File: src/rtl/egr_rrq_arb.sv
// ----------------------------------------------------------------------------
// egr_rrq_arb
//
// Egress read-request arbiter. Several egress requesters share the single
// Mesh Read Interface read-request port. A round-robin arbiter picks one
// eligible requester per cycle and loads its request into a one-entry output
// register. Each requester also has an outstanding-read limit, and all of
// them together draw on a global pool of read credits. The requester index
// travels with each request so that the matching response can return the
// credit.
//
// Ports:
//   cclk              clock
//   rst               synchronous active-high reset
//   req_valid         per-requester request valid            [N_REQ]
//   req_addr          per-requester address, i at [i*ADDR_W +: ADDR_W]
//   req_ready         grant to a requester, one-hot or zero  [N_REQ]
//   mri_rreq_valid    read request valid toward MRI
//   mri_rreq_addr     read request address toward MRI        [ADDR_W]
//   mri_rreq_idx      requester index tag of the request     [IDX_W]
//   mri_rreq_ready    MRI accepts the held request
//   mri_rrsp_valid    MRI read response, returns one credit
//   mri_rrsp_idx      requester index of the response        [IDX_W]
//   glb_cred_avail    global credits currently available
//   err_rsp_underflow sticky: a response arrived for an idle requester
// ----------------------------------------------------------------------------
module egr_rrq_arb #(
    parameter int N_REQ    = 4,
    parameter int ADDR_W   = 20,
    parameter int GLB_CRED = 16,
    parameter int REQ_MAX  = 8,
    parameter int IDX_W    = $clog2(N_REQ)
) (
    input  logic                          cclk,
    input  logic                          rst,
    input  logic [N_REQ-1:0]              req_valid,
    input  logic [N_REQ*ADDR_W-1:0]       req_addr,
    output logic [N_REQ-1:0]              req_ready,
    output logic                          mri_rreq_valid,
    output logic [ADDR_W-1:0]             mri_rreq_addr,
    output logic [IDX_W-1:0]              mri_rreq_idx,
    input  logic                          mri_rreq_ready,
    input  logic                          mri_rrsp_valid,
    input  logic [IDX_W-1:0]              mri_rrsp_idx,
    output logic [$clog2(GLB_CRED+1)-1:0] glb_cred_avail,
    output logic                          err_rsp_underflow
);

    localparam int CRED_W = $clog2(GLB_CRED + 1);
    localparam int CNT_W  = $clog2(REQ_MAX + 1);

    // Architectural state
    logic [CNT_W-1:0]  r_outCnt [N_REQ];
    logic [CRED_W-1:0] r_glbCred;
    logic [IDX_W-1:0]  r_rrPtr;
    logic              r_outValid;
    logic [ADDR_W-1:0] r_outAddr;
    logic [IDX_W-1:0]  r_outIdx;
    logic              r_errUnderflow;

    // Combinational helpers
    logic              w_canLoad;
    logic [N_REQ-1:0]  w_eligible;
    logic              w_grantFound;
    logic [IDX_W-1:0]  w_grantIdx;
    logic [IDX_W-1:0]  w_cand;
    logic              w_accept;
    logic              w_rspOk;

    // The output register can take a new request when it is empty or when
    // its current request leaves toward MRI in this same cycle, which gives
    // one request per cycle while MRI stays ready.
    assign w_canLoad = !r_outValid || mri_rreq_ready;

    // A requester may be picked only while it has a request, is below its own
    // outstanding limit, and the global pool still has a credit. A request
    // sitting in the output register already owns its credit.
    always_comb begin
        w_eligible = '0;
        for (int i = 0; i < N_REQ; i++) begin
            w_eligible[i] = req_valid[i]
                            && (r_outCnt[i] < CNT_W'(REQ_MAX))
                            && (r_glbCred != '0);
        end
    end

    // Round-robin search: start at the pointer and walk upward. The walk wraps
    // naturally because N_REQ is a power of two and the candidate index is
    // exactly IDX_W bits wide. The first eligible requester found wins.
    always_comb begin
        w_grantFound = 1'b0;
        w_grantIdx   = '0;
        w_cand       = '0;
        for (int k = 0; k < N_REQ; k++) begin
            w_cand = r_rrPtr + IDX_W'(k);
            if (!w_grantFound && w_eligible[w_cand]) begin
                w_grantFound = 1'b1;
                w_grantIdx   = w_cand;
            end
        end
    end

    // The grant is combinational. Requesters must not make req_valid depend
    // on req_ready, so no loop forms. No grant is given while reset is held.
    always_comb begin
        req_ready = '0;
        if (!rst && w_canLoad && w_grantFound) begin
            req_ready[w_grantIdx] = 1'b1;
        end
    end

    assign w_accept = |(req_ready & req_valid);

    // A response returns a credit only if its requester really has a read
    // outstanding. Otherwise the counters stay as they are and the error
    // flag records the event.
    assign w_rspOk = mri_rrsp_valid && (r_outCnt[mri_rrsp_idx] != '0);

    // Per-requester outstanding counters. An accept and a response to the
    // same requester in one cycle cancel each other out.
    always_ff @(posedge cclk) begin
        if (rst) begin
            for (int i = 0; i < N_REQ; i++) begin
                r_outCnt[i] <= '0;
            end
        end else begin
            for (int i = 0; i < N_REQ; i++) begin
                case ({w_accept && (w_grantIdx == IDX_W'(i)),
                       w_rspOk && (mri_rrsp_idx == IDX_W'(i))})
                    2'b10:   r_outCnt[i] <= r_outCnt[i] + 1'b1;
                    2'b01:   r_outCnt[i] <= r_outCnt[i] - 1'b1;
                    default: r_outCnt[i] <= r_outCnt[i];
                endcase
            end
        end
    end

    // Global credit pool. Credits are taken when a request is accepted from a
    // requester, not when MRI accepts it, and are returned on valid
    // responses.
    always_ff @(posedge cclk) begin
        if (rst) begin
            r_glbCred <= CRED_W'(GLB_CRED);
        end else begin
            case ({w_accept, w_rspOk})
                2'b10:   r_glbCred <= r_glbCred - 1'b1;
                2'b01:   r_glbCred <= r_glbCred + 1'b1;
                default: r_glbCred <= r_glbCred;
            endcase
        end
    end

    // The round-robin pointer moves just past the requester that was served.
    // It stays where it is in cycles without a grant.
    always_ff @(posedge cclk) begin
        if (rst) begin
            r_rrPtr <= '0;
        end else if (w_accept) begin
            r_rrPtr <= w_grantIdx + 1'b1;
        end
    end

    // One-entry output register toward MRI. It reloads on an accept, empties
    // when MRI takes the request and nothing new arrives, and otherwise holds
    // its contents stable under backpressure.
    always_ff @(posedge cclk) begin
        if (rst) begin
            r_outValid <= 1'b0;
            r_outAddr  <= '0;
            r_outIdx   <= '0;
        end else if (w_accept) begin
            r_outValid <= 1'b1;
            r_outAddr  <= req_addr[w_grantIdx*ADDR_W +: ADDR_W];
            r_outIdx   <= w_grantIdx;
        end else if (mri_rreq_ready) begin
            r_outValid <= 1'b0;
        end
    end

    // Sticky underflow flag. Only reset clears it. A response that arrives
    // after reset for a read issued before reset also sets it.
    always_ff @(posedge cclk) begin
        if (rst) begin
            r_errUnderflow <= 1'b0;
        end else if (mri_rrsp_valid && !w_rspOk) begin
            r_errUnderflow <= 1'b1;
        end
    end

    assign mri_rreq_valid    = r_outValid;
    assign mri_rreq_addr     = r_outAddr;
    assign mri_rreq_idx      = r_outIdx;
    assign glb_cred_avail    = r_glbCred;
    assign err_rsp_underflow = r_errUnderflow;

endmodule

File: config.mk
export PLATFORM = sky130hd
export DESIGN_NAME = egr_rrq_arb
export DESIGN_NICKNAME = d
export VERILOG_FILES = /design/src/rtl/egr_rrq_arb.sv
export SDC_FILE = /design/constraint.sdc
export NUM_CORES = 1
export LEC_CHECK = 0
export BUFFER_PORTS_ARGS = -buffer_cell sky130_fd_sc_hd__buf_4
export CORE_UTILIZATION = 50
export DETAILED_ROUTE_END_ITERATION = 10
export PLACE_DENSITY = 0.89
export SYNTH_ARGS = -nofsm -noshare
export SYNTH_HDL_FRONTEND = slang
export SYNTH_SLANG_ARGS = --single-unit
File: constraint.sdc
create_clock -name cclk -period 4.5 [get_ports cclk]
set_input_delay 0.675 -clock cclk [delete_from_list [all_inputs] [get_ports cclk]]
set_output_delay 0.675 -clock cclk [all_outputs]
set_load 0.02 [all_outputs]
=== Word-level counts from Yosys, hierarchy flattened ===
Memories as Yosys holds them, arrays and structs flattened.
Cells that the tools add are included.

* Bits of input ports: 90
* Memories kept: 1
* Logic and storage cells: 176
* Flip-flop bits (word level): 31
* Output and inout bits: 33
* RAM bits: 16

{| class="wikitable"
|+ Memories
! memory !! depth !! bits a word !! rd ports !! clocked after memory_dff !! wr ports !! line !! text
|-
| r_outCnt || 4 || 4 || 5 || 0 || 4 || 53 || <nowiki>logic [CNT_W-1:0] r_outCnt [N_REQ];</nowiki>
|}

* Shift-type cells: 1
* Reduce and logical (&&, ||, !) cells: 42
* Bitwise logic cells: 13
* Muxes and demuxes: 72
* Magnitude comparators: 10
* $add $sub $neg: 14
* Equality and inequality tests: 16
* Multiply operators: 1

{| class="wikitable"
|+ Operators with widths
! kind !! count
|-
| indexed part select 80 x 8 -> 20 bit || 1
|-
| 2-to-1 mux 4 bit || 13
|-
| 2-to-1 mux 1 bit || 49
|-
| logical AND 1 bit || 24
|-
| equality test 2 bit (second input constant) || 9
|-
| adder 4 x 1 -> 4 bit (second input constant) || 4
|-
| less-than comparator 4 bit (second input constant) || 4
|-
| subtractor 4 x 1 -> 4 bit (second input constant) || 4
|-
| less-than comparator 2 x 3 -> 1 bit (second input constant) || 5
|-
| equality test 2 x 1 -> 1 bit (second input constant) || 7
|-
| bitwise OR 1 bit || 12
|-
| case mux 5 bit (2 select lines) || 1
|-
| binary-select mux 1 bit (select 2 bit) || 4
|-
| 2-to-1 mux 2 bit || 4
|-
| OR reduction 2 bit || 4
|-
| logical NOT 1 bit || 6
|-
| adder 5 x 1 -> 5 bit (second input constant) || 1
|-
| multiplier 2 x 3 -> 5 bit (second input constant) || 1
|-
| nonzero test 5 bit || 1
|-
| subtractor 5 x 1 -> 5 bit (second input constant) || 1
|-
| adder 2 x 1 -> 2 bit (second input constant) || 2
|-
| adder 2 bit (second input constant) || 2
|-
| AND 4 bit || 1
|-
| logical NOT 2 bit || 2
|-
| 6 further kinds || 7
|}

=== Logic depth before layout (Yosys ltp) ===
Gate-level depths: netlist of the first run.
An unclocked memory read counts as a cell.

* Word-level depth: 31
* Depth in mapped cells: 16
* Gate-level depth less buffers: 15

=== Least setup slack after synthesis of the first run ===
OpenSTA, ideal clock, no wires.

* Kind: input-to-reg
* Start: input req_valid[3]
* End: memory r_outCnt[1][3] (netlist name), data pin
* Required time: 4246 ps
* Data arrival time: 3732 ps
* Slack: 514 ps
* Path buffers: 2
* Stages: 16
* Library setup time: 254 ps
* Cells stage by stage: or3b_1 -> a2111o_1 -> a2111o_1 -> and3_4 -> buf_6 -> buf_6 -> nor3_4 -> inv_2 -> ha_1 -> nand2b_1 -> inv_1 -> ha_1 -> a21o_1 -> a21oi_1 -> xnor2_1 -> nor2_1

{| class="wikitable"
|+ RTL lines
! item !! line !! text
|-
| from (decl) || 36 || <nowiki>input logic [N_REQ-1:0] req_valid,</nowiki>
|-
| to (decl) || 53 ||
|}

==> results of run 1 <==
## cell usage in the layout (no fill, tap or decap), types with 9 or more instances in the layout
master    count
buf_4       126
nor2_1       35
dfxtp_1      31
nand2_1      29
o21bai_1     25
a221oi_1     22
mux2i_1      22
ha_1         20
a21boi_0     19
inv_1        18
nor3_1       16
edfxtp_1     16
a21oi_1      14
nand2b_1     10
xnor2_1       9
## state kept, by name, summed over array words and instances, names as in the netlist
register / cells
mri_rreq_valid: 1
mri_rreq_idx: 2
glb_cred_avail: 5
err_rsp_underflow: 1
r_rrPtr: 2
mri_rreq_addr: 20
r_outCnt: 16
## metrics by stage
step / utilization [%] / instances
3_5_place_dp: 66.8 / 556
2_1_floorplan: - / 374
6_report: 68.1 / 564
5_1_grt: 68.1 / 564
3_3_place_gp: 66.8 / 556
4_1_cts: 68.1 / 564
## worst paths after layout
kind	start	to	slack, ps	cells past startpoint
setup / recovery	r_outCnt[3][3]	r_outCnt[1][3]	620	14
hold / removal	mri_rreq_valid	mri_rreq_valid	510	2
setup reg to reg	r_outCnt[3][3]	r_outCnt[1][3]	620	14
hold reg to reg	mri_rreq_valid	mri_rreq_valid	510	2
## synthesized netlist by cell type, types with 2 or more instances
library cell	count
o21bai_1	25
edfxtp_1	16
nor3b_1	3
a22oi_1	2
a21boi_0	19
dfxtp_1	31
or3_1	3
o21ai_0	4
a21o_1	6
xnor2_1	9
or4_1	2
nor3_1	16
a221oi_1	22
nand3_1	6
clkbuf_1	10
or2_2	4
ha_1	20
fa_1	4
mux2i_1	22
a21oi_1	14
nand2_1	29
xor2_1	5
nor2_1	35
nor2b_1	5
nand2b_1	10
buf_6	4
buf_2	5
nand3b_1	2
inv_1	18
nor4_1	3
a2111o_1	2
## routing by layer
layer / global-route usage [%] / part of all wire, %
met1: 29.6 / 42
met2: 45.2 / 49
met3: 6.03 / 6.8
met4: 7.52 / 1.6
met5: 0 / 0
## worst max-delay path, stage by stage (launching register included)
cell and delay [ps]:
edfxtp_1 510, or3b_1 410, a2111o_1 370, a2111o_1 440, and3_4 380, nor3_4 250
inv_2 40, ha_1 210, nand2b_1 130, inv_1 110, ha_1 280, a21o_1 170
a21oi_1 160, xnor2_1 140, nor2_1 50
## cell families (layout without fill, tap and decap cells)
group                    count (synthesis)  after routing  synth area share, %
buffers and inverters                   40            153                 5.66
multiplexers                            22             22                 6.55
AO/OA/AOI/OAI                          102            102                 22.8
adder cells (fa/ha/maj)                 24             24                 9.83
flip-flops                              47             47                 32.8
AND/OR/NAND/NOR                        125            125                 18.7
XOR/XNOR                                14             14                 3.65
## area by class of cell
class	count	area (sq um)
timing repair buffer	126	946
clock inverter	2	11.3
inverter	19	71.3
fill	529	2050
tap	77	96.3
multi-input combinational	287	2070
clock buffer	6	72.6
sequential	47	1100
## power breakdown
| part | internal [W] | switching, W |
|---|---|---|
| registers | 0.000578 | 0.000115 |
| logic | 0.000563 | 0.000720 |
| clock network | 0.000109 | 0.000144 |
==> impl_metrics.env, run 1 <==
export IMPL_status="finished with violations"
export IMPL_failed_checks="design-rule violations"
export IMPL_syn_num_nets=488
export IMPL_rows=29
export IMPL_crit_required_ps=4560
export IMPL_syn_inst=374
export IMPL_area_delta_synth_final_pct=30.1
export IMPL_ys_top_cells_by_area="dfxtp_1 (18%), edfxtp_1 (14%), ha_1 (7.4%)"
export IMPL_cellPowerDensity_mw_per_mm2=510
export IMPL_viasPerCell=5.66
export IMPL_ant_nets=0
export IMPL_synth_enable_flop_cells=16
export IMPL_gp_congestion=0.849
export IMPL_ys_ff_latch=47
export IMPL_stdcell_area_sq_mm=0.00437
export IMPL_coreArea_sq_mm=0.00642
export IMPL_synth_cell_types=49
export IMPL_cts_tree="built"
export IMPL_cts_root_buf="clkbuf_8"
export IMPL_leakage_nw=2.04
export IMPL_worstPathMaxFanout=47
export IMPL_crit_arrival_ps=3940
export IMPL_num_antenna_cells=0
export IMPL_grt_usage_pct=25.2
export IMPL_die_area_sq_mm=0.00705
export IMPL_async_flop_share_pct=0
export IMPL_whs_ps=510
export IMPL_hpwl_um=6510
export IMPL_crit_type="reg2reg"
export IMPL_cts_setup_buffers=0
export IMPL_skew_ps=9.84
export IMPL_fmax_mhz=258
export IMPL_chipHeight_um=84.0
export IMPL_period_needed_ps=3880
export IMPL_vdd_drop_max_v=0.000276
export IMPL_io_buffers=122
export IMPL_hold_viol=0
export IMPL_ctsHoldBuffers=0
export IMPL_drcViolationCount=4
export IMPL_synth_top_cell_area_share_pct=18.5
export IMPL_netlist_area_sq_mm=0.00336
export IMPL_fp_dieW_um=84.0
export IMPL_drive_above_1_share_pct=30.2
export IMPL_syn_area_per_cell_sq_um=8.99
export IMPL_finalSetupTns_ps=0
export IMPL_clock_latency_ps=300
export IMPL_grt_ovfl_total=0
export IMPL_cp_start_kind="flip-flop"
export IMPL_worstMarginPinSlew_ps=1080
export IMPL_clk_path_buf_depth=2
export IMPL_io_pins=123
export IMPL_synth_top_area_cell="dfxtp_1"
export IMPL_grt_max_degree=48
export IMPL_max_cap_viol_count=0
export IMPL_clock_sinks=47
export IMPL_first_iter_violations=171
export IMPL_first_global_vias=3250
export IMPL_dr_pass1_iters=7
export IMPL_synth_warnings=0
export IMPL_cts_buffers=5
export IMPL_hp_class="reg2reg"
export IMPL_cts_resized=0
export IMPL_ys_seq_area_share_pct=32.8
export IMPL_place_area_sq_mm=0.00429
export IMPL_dominantRegCellSynth="dfxtp_1"
export IMPL_wirelength_um=8740
export IMPL_slew_viol_final=0
export IMPL_fin_crit_sh_pct=86.2
export IMPL_relSlewSlack_pct=27.8
export IMPL_grt_pass1_wl_um=14500
export IMPL_nets=600
export IMPL_pre_cts_ws_ps=417
export IMPL_total_power_w=0.00223
export IMPL_initial_utilization_pct=52.3
export IMPL_vias=3192
export IMPL_finalWorstSetupSlack_ps=622
export IMPL_setup_viol=0
export IMPL_wl_per_cell_um=15.5
export IMPL_endpoint_kind="flip-flop"
export IMPL_antenna_found_initial=0
export IMPL_htreeDepth=2
export IMPL_rsz0062_at_grt="no"
export IMPL_path_clk_slew_ps=90
Note: power is estimated with default switching activity, not from simulation.
==> run 2, diff against run 1 <==
--- a/config.mk
+++ b/config.mk
@@ -6,9 +6,12 @@
 export NUM_CORES = 1
 export LEC_CHECK = 0
 export BUFFER_PORTS_ARGS = -buffer_cell sky130_fd_sc_hd__buf_4
+export CAP_MARGIN = 20
+export CORE_ASPECT_RATIO = 2
 export CORE_UTILIZATION = 50
 export DETAILED_ROUTE_END_ITERATION = 10
 export PLACE_DENSITY = 0.89
+export SETUP_SLACK_MARGIN = 0.15
 export SYNTH_ARGS = -nofsm -noshare
 export SYNTH_HDL_FRONTEND = slang
 export SYNTH_SLANG_ARGS = --single-unit
==> impl_metrics.env, run 2 (synthesis results as in run 1) <==
export IMPL_clock_latency_ps=290
export IMPL_internal_power_w=0.00142
export IMPL_nets=601
export IMPL_crit_required_ps=4550
export IMPL_worstPathMaxFanout=47
export IMPL_rsz0062_at_grt="no"
export IMPL_cts_setup_buffers=0
export IMPL_skew_ps=3.73
export IMPL_path_clk_slew_ps=60
export IMPL_dp_cells=565
export IMPL_grt_usage_pct=25.7
export IMPL_total_power_w=0.00241
export IMPL_r2r_start="r_outCnt[3][3]"
export IMPL_coreArea_sq_mm=0.00641
export IMPL_cts_root_buf="clkbuf_16"
export IMPL_cts_resized=0
export IMPL_slew_viol_final=0
export IMPL_first_iter_violations=146
export IMPL_worstMarginPinSlew_ps=1010
export IMPL_leakage_nw=2.09
export IMPL_io_buffers=122
export IMPL_rrSetupSlack_ps=610
export IMPL_relSlewSlack_pct=32.2
export IMPL_grt_max_degree=48
export IMPL_cellPowerDensity_mw_per_mm2=537
export IMPL_wirelength_um=8870
export IMPL_max_cap_viol_count=0
export IMPL_drcViolationCount=0
export IMPL_grt_pass1_wl_um=14000
export IMPL_comb_power_share_pct=53.5
export IMPL_crit_arrival_ps=3940
export IMPL_first_global_vias=3171
export IMPL_layout_cells_non_filler=574
export IMPL_antenna_found_initial=0
export IMPL_initial_utilization_pct=52.4
export IMPL_setup_viol=0
export IMPL_largest_reg_flops=20
export IMPL_fmax_mhz=257
export IMPL_switching_share_pct=41.3
export IMPL_power_switching_w=0.000995
export IMPL_mostFrequentLayoutCell="buf_4"
export IMPL_die_area_sq_mm=0.00707
export IMPL_hp_class="reg2reg"
export IMPL_htreeDepth=2
export IMPL_grt_ovfl_total=0
export IMPL_ctsHoldBuffers=0
export IMPL_wl_per_cell_um=15.5
export IMPL_cts_tree="built"
export IMPL_chipHeight_um=118
export IMPL_fin_crit_sh_pct=86.5
export IMPL_p_clk_share_pct=18.0
export IMPL_clock_sinks=47
export IMPL_crit_type="reg2reg"
export IMPL_fp_dieW_um=60.0
export IMPL_gp_congestion=0.895
export IMPL_finalWorstSetupSlack_ps=607
export IMPL_holdCritStartpoint="mri_rreq_valid"
export IMPL_ant_nets=0
export IMPL_whs_ps=489
export IMPL_period_needed_ps=3890
export IMPL_hold_viol=0
export IMPL_area_delta_synth_final_pct=33.6
export IMPL_hpwl_um=6760
export IMPL_vdd_drop_max_v=0.000327
export IMPL_timing_rr_end="r_outCnt[1][3]"
export IMPL_hold_path_depth=2
export IMPL_cp_start_kind="flip-flop"
export IMPL_status="finished, final reports clean"
export IMPL_clk_path_buf_depth=2
export IMPL_mostFrequentLayoutCells="buf_4 (126), nor2_1 (35), dfxtp_1 (31)"
export IMPL_drive_above_1_share_pct=30.3
export IMPL_viasPerCell=5.65
export IMPL_fillers=511
export IMPL_endpoint_kind="flip-flop"
export IMPL_dr_pass1_iters=5
export IMPL_io_pins=123
export IMPL_num_antenna_cells=0
export IMPL_cts_buffers=5
export IMPL_pwr_share_seq_pct=28.6
export IMPL_reg2regPathDepth=14
export IMPL_worstHoldEndpoint="mri_rreq_valid"
export IMPL_rows=41
export IMPL_finalSetupTns_ps=0
export IMPL_pre_cts_ws_ps=398
export IMPL_vias=3241
[run 2: cell types whose count changed in the layout (fill, tap and decap cells not counted)]
cell       previous run  this run
clkbuf_16             0         7
clkbuf_8              5         0
buf_6                 0         1
clkinv_2              1         0
inv_4                 1         0
[run 2: layout make-up]
type / instances / area, sq um / area share [%]
Tap cell: 86 / 108 / 2.40
Sequential cell: 47 / 1100 / 24.5
Clock buffer: 8 / 179 / 3.98
Inverter: 19 / 71.3 / 1.59
Multi-Input combinational cell: 287 / 2070 / 46.2
Timing Repair Buffer: 127 / 957 / 21.3
[run 2: worst max-delay path by stage]
| stage | start | end | depth (start not counted) |
|---|---|---|---|
| finish | r_outCnt[3][3] | r_outCnt[1][3] | 14 |
| CTS | r_outCnt[3][3] | r_outCnt[1][3] | 14 |
| detailed placement | req_valid[3] | r_outCnt[1][3] | 15 |
| global route | r_outCnt[3][3] | r_outCnt[1][3] | 14 |
| floorplan | req_valid[3] | r_outCnt[1][3] | 16 |
| global placement | req_valid[3] | r_outCnt[1][3] | 15 |
[run 2: critical path, cell delays in order (launching register included)]
cell	delay [ps]
edfxtp_1	500
or3b_1	410
a2111o_1	360
a2111o_1	440
and3_4	380
nor3_4	250
inv_2	40
ha_1	210
nand2b_1	110
inv_1	90
ha_1	280
a21o_1	180
a21oi_1	170
xnor2_1	130
nor2_1	60
[run 2: through the flow]
step	instance area [sq um]	util [%]
finish	4490	70.0
global route	4490	70.0
CTS	4480	69.9
detailed placement	4300	67.1
global placement	4300	67.1
floorplan	3360	-
[run 2: power groups by stage]
stage               clock network [W]  registers (W)  logic, W
floorplan                           0       0.000789  0.000818
global placement                    0       0.000688   0.00124
detailed placement                  0       0.000694   0.00128
CTS                          0.000439       0.000687   0.00128
global route                 0.000450       0.000707   0.00140
finish                       0.000433       0.000688   0.00129
[run 2: routing by layer]
| layer | track usage [%] | routed length [um] |
|---|---|---|
| met5 | 0 | 0 |
| met4 | 10.2 | 211 |
| met3 | 5.27 | 503 |
| met2 | 47.6 | 4920 |
| met1 | 26.1 | 3240 |
